===== src/rtl/axis_interpolator.sv =====
// AXI-Stream interpolator: every accepted sample is expanded into cfg_data+1 output
// beats, either repeating the sample (hold) or following it with zeros (zero-stuff).
module axis_interpolator #(
  parameter int AXIS_TDATA_WIDTH = 32,
  parameter int CNTR_WIDTH       = 32
) (
  input  logic                        aclk,
  input  logic                        areset,
  input  logic [CNTR_WIDTH-1:0]       cfg_data,
  input  logic                        cfg_mode,
  output logic                        s_axis_tready,
  input  logic [AXIS_TDATA_WIDTH-1:0] s_axis_tdata,
  input  logic                        s_axis_tvalid,
  input  logic                        m_axis_tready,
  output logic [AXIS_TDATA_WIDTH-1:0] m_axis_tdata,
  output logic                        m_axis_tvalid,
  output logic                        m_axis_tlast
);

  localparam logic [CNTR_WIDTH-1:0] CNTR_ONE = CNTR_WIDTH'(1);

  // int_tvalid_reg is the whole FSM: 0 = EMPTY, 1 = BURST.
  logic                        int_tvalid_reg, int_tvalid_next;
  logic [AXIS_TDATA_WIDTH-1:0] data_reg, data_next;
  logic [CNTR_WIDTH-1:0]       cntr_reg, cntr_next;
  logic [CNTR_WIDTH-1:0]       ratio_reg, ratio_next;
  logic                        mode_reg, mode_next;
  logic                        last;
  logic                        in_fire;
  logic                        out_fire;

  // Handshakes: a beat transfers on a rising edge where valid & ready are both high.
  // Valid never waits on ready; a stalled beat holds data/last until it transfers.
  assign last     = (cntr_reg == ratio_reg);
  assign in_fire  = s_axis_tvalid & s_axis_tready;
  assign out_fire = int_tvalid_reg & m_axis_tready;

  always_ff @(posedge aclk) begin
    if (areset) begin
      int_tvalid_reg <= 1'b0;
      data_reg       <= '0;
      cntr_reg       <= '0;
      ratio_reg      <= '0;
      mode_reg       <= 1'b0;
    end else begin
      int_tvalid_reg <= int_tvalid_next;
      data_reg       <= data_next;
      cntr_reg       <= cntr_next;
      ratio_reg      <= ratio_next;
      mode_reg       <= mode_next;
    end
  end

  // A load can only coincide with an output handshake on the last beat, so it wins.
  always_comb begin
    int_tvalid_next = int_tvalid_reg;
    data_next       = data_reg;
    cntr_next       = cntr_reg;
    ratio_next      = ratio_reg;
    mode_next       = mode_reg;
    if (in_fire) begin
      int_tvalid_next = 1'b1;
      data_next       = s_axis_tdata;
      ratio_next      = cfg_data;
      mode_next       = cfg_mode;
      cntr_next       = '0;
    end else if (out_fire) begin
      if (last) begin
        int_tvalid_next = 1'b0;
      end else begin
        cntr_next = cntr_reg + CNTR_ONE;
      end
    end
  end

  always_comb begin
    s_axis_tready = 1'b0;
    m_axis_tvalid = 1'b0;
    m_axis_tlast  = 1'b0;
    m_axis_tdata  = '0;
    if (!areset) begin
      s_axis_tready = ~int_tvalid_reg | (m_axis_tready & last);
      m_axis_tvalid = int_tvalid_reg;
      m_axis_tlast  = int_tvalid_reg & last;
      m_axis_tdata  = (~mode_reg | (cntr_reg == '0)) ? data_reg : '0;
    end
  end

endmodule


===== config.mk =====
export PLATFORM = sky130hd
export DESIGN_NAME = axis_interpolator
export DESIGN_NICKNAME = d
export VERILOG_FILES = /design/src/rtl/axis_interpolator.sv
export SDC_FILE = /design/constraint.sdc
export NUM_CORES = 1
export LEC_CHECK = 0
export CAP_MARGIN = 20
export CORE_UTILIZATION = 35
export CTS_CLUSTER_SIZE = 24
export DETAILED_ROUTE_END_ITERATION = 10
export HOLD_SLACK_MARGIN = 0.06
export SYNTH_ARGS = -nofsm -noshare
export SYNTH_HDL_FRONTEND = slang
export SYNTH_SLANG_ARGS = --single-unit
export TNS_END_PERCENT = 50

===== constraint.sdc =====
create_clock -name aclk -period 3.2 [get_ports aclk]
set_input_delay 0.48 -clock aclk [delete_from_list [all_inputs] [get_ports aclk]]
set_output_delay 0.48 -clock aclk [all_outputs]
set_load 0.05 [all_outputs]

==> out/metrics.csv <==
metric,value,unit
outcome,completed,
start_util,0.361,
vias,3945,
cp_max_fo,8,
hold_class,reg -> reg,
synth.area.top_cells,"dfxtp_1 (37%), mux2_4 (14%), nor2b_1 (12%), xor2_1 (5.5%), mux2_2 (3.2%)",
worstSetupPathType,reg -> out,
p_leak,2.69,nW
h-tree-depth,3,
cts_inserted_buffers,9,
synth_area,5270,µm²
placed_cells,776,
synth_edf_count,0,
io_buffer_count,103,
skew,0.00933,ns
cts_setup_buffers,0,
insertedDiodeCount,0,
die_h,125,µm
die_x,125,µm
slew_viol_final,0,
io_pins,104,
fin_cells,792,
grt_use_total,0.167,
rows,44,
ys_types,41,
syn_avg_cell_area,10.2,µm²
yosysWarnings,0,
cpPeakStageDelay,0.54,ns
drv_cap,0,
drt_iter0_markers,148,
cts_buffer_depth,2,
multi_input_area,2980,µm²
dr.pass1.iters,4,
rsz0062_at_grt,false,
ant_nets,0,
fin_nets,675,
cts_tree,done,
fin_tns_setup,0,ns
synth_nets,586,
cp_slowest_cell,and4_1,
peakVddDrop,214,µV
power,2.86,mW
yosys-top-cells-count,"dfxtp_1 (98), nor2b_1 (97), mux2_4 (50)",
slew_headroom,0.485,
r2r_setup_slack,0.35,ns
route.detailed.drc,0,
ctsHoldBuffers,0,
fill_cells,1361,
report.final.hold_viol_count,0,
routed_via_density,4.98,
async_flop_share,0,
crit_chain,xor2_1 > nor4_2 > and4_1 > a31oi_4 > nor2_1 > buf_12,
cp.required,2.72,ns
area_growth,24.6,%
yosysTopAreaCell,dfxtp_1,
synth_top_area_frac,0.372,
yosysMostFrequentCell,dfxtp_1,
post_dp_cell_area,6270,µm²
core-area,14600,µm²
setup_viol,0,
synth-seq-cells,98,
layout-drive-gt1-share,0.227,
hpwl,9170,µm
seq_area_frac_synth,0.372,
clk_latency,0.34,ns
post-route-cell-area,6570,µm²
die-area,15600,µm²
power_per_cell_area,436,nW/µm²
grt_pass1_wl,20700,µm
clk_pin_slew,0.07,ns
wirelength,12600,µm
worstSetupEndpointType,output pin,
antenna_found_initial,1,
worst_pin_slew,0.766,ns
finalCritPeriodShare,0.944,
grt_pass1_vias,4018,
syn_inst,515,
startpoint_type,flop,
drt-wirelength-per-cell,16.0,µm
grt_max_degree,50,
cts_root_buf,clkbuf_16,
ff_latch_area,1960,µm²
clock.fmax,331,MHz
cts_resized,0,
synth_top_flop_cell,dfxtp_1,
cts_sinks,98,
gp_congestion,0.864,
fin_crit,3.02,ns
grt.overflow.total,0,
cp.arrival,2.54,ns
-- cell type report --
| type | count | share of cell area |
|---|---|---|
| inverters | 11 | 0.00629 |
| flip-flops and latches | 98 | 0.299 |
| clock inverters | 3 | 0.00610 |
| multi-input cells | 368 | 0.453 |
| repair buffers | 116 | 0.163 |
| well taps | 184 | 0.0351 |
| clock buffers | 12 | 0.0375 |
-- final timing paths --
path                            cells past startpoint                        end                      start
worst max-delay path                                6              s_axis_tready   cntr_reg[3]$_SDFFE_PP0P_
worst min-delay path                                2  cntr_reg[21]$_SDFFE_PP0P_  cntr_reg[21]$_SDFFE_PP0P_
worst max register to register                      7      mode_reg$_SDFFE_PP0P_   cntr_reg[3]$_SDFFE_PP0P_
worst min register to register                      2  cntr_reg[21]$_SDFFE_PP0P_  cntr_reg[21]$_SDFFE_PP0P_
-- cells in the final DEF (no fill, tap or decap), drive strengths merged, types with 11 or more instances in the layout --
master,Yosys,layout
nor2,23,23
nor4,14,14
nor2b,97,97
a21oi,17,17
clkdlybuf4s50,0,68
inv,11,11
mux2,65,65
xnor2,15,15
buf,23,48
nand4,18,18
xor2,33,33
clkbuf,15,12
dfxtp,98,98
-- report_power, final --
part	switching, mW	internal (mW)	total [mW]	leakage (nW)
Combinational	0.229	0.250	0.479	1.75
Sequential	0.0295	1.28	1.31	0.801
Clock	0.450	0.621	1.07	0.142
Total	0.709	2.15	2.86	2.69
-- cell families (layout without fill, tap and decap cells) --
group	Yosys count	count (layout)	synth area share
flops	98	98	0.372
fa+ha+maj	2	2	0.00475
xor+xnor	48	48	0.0798
buf+inv	49	142	0.0636
simple gates	201	201	0.232
mux	66	66	0.176
compound gates	51	51	0.0715
-- metal layers --
layer,up-vias,part of all wire,track usage
met5,-,0.0013,0
li1,1961,-,-
met4,2,0.026,0.0695
met2,97,0.46,0.273
met3,23,0.053,0.0447
met1,1862,0.46,0.207
-- metrics by stage --
step	worst slack [ns]	hold WS [ns]	utilization
4_1_cts	0.0721	0.532	0.449
2_1_floorplan	0.682	0.484	-
6_report	0.180	0.530	0.450
5_1_grt	0.0290	0.573	0.450
3_3_place_gp	0.330	0.527	0.430
3_5_place_dp	0.372	0.519	0.430
-- worst max-delay path: cells and delay by family, from the launching register on --
family | cells | cell delay [ns]
AOI/OAI and AO/OA | 1 | 0.19
xor gates and xnor gates | 1 | 0.16
DFF | 1 | 0.51
and+or+nand+nor | 3 | 1.16
buffers and inverters | 1 | 0.17
(Power assumes the default switching activity.)
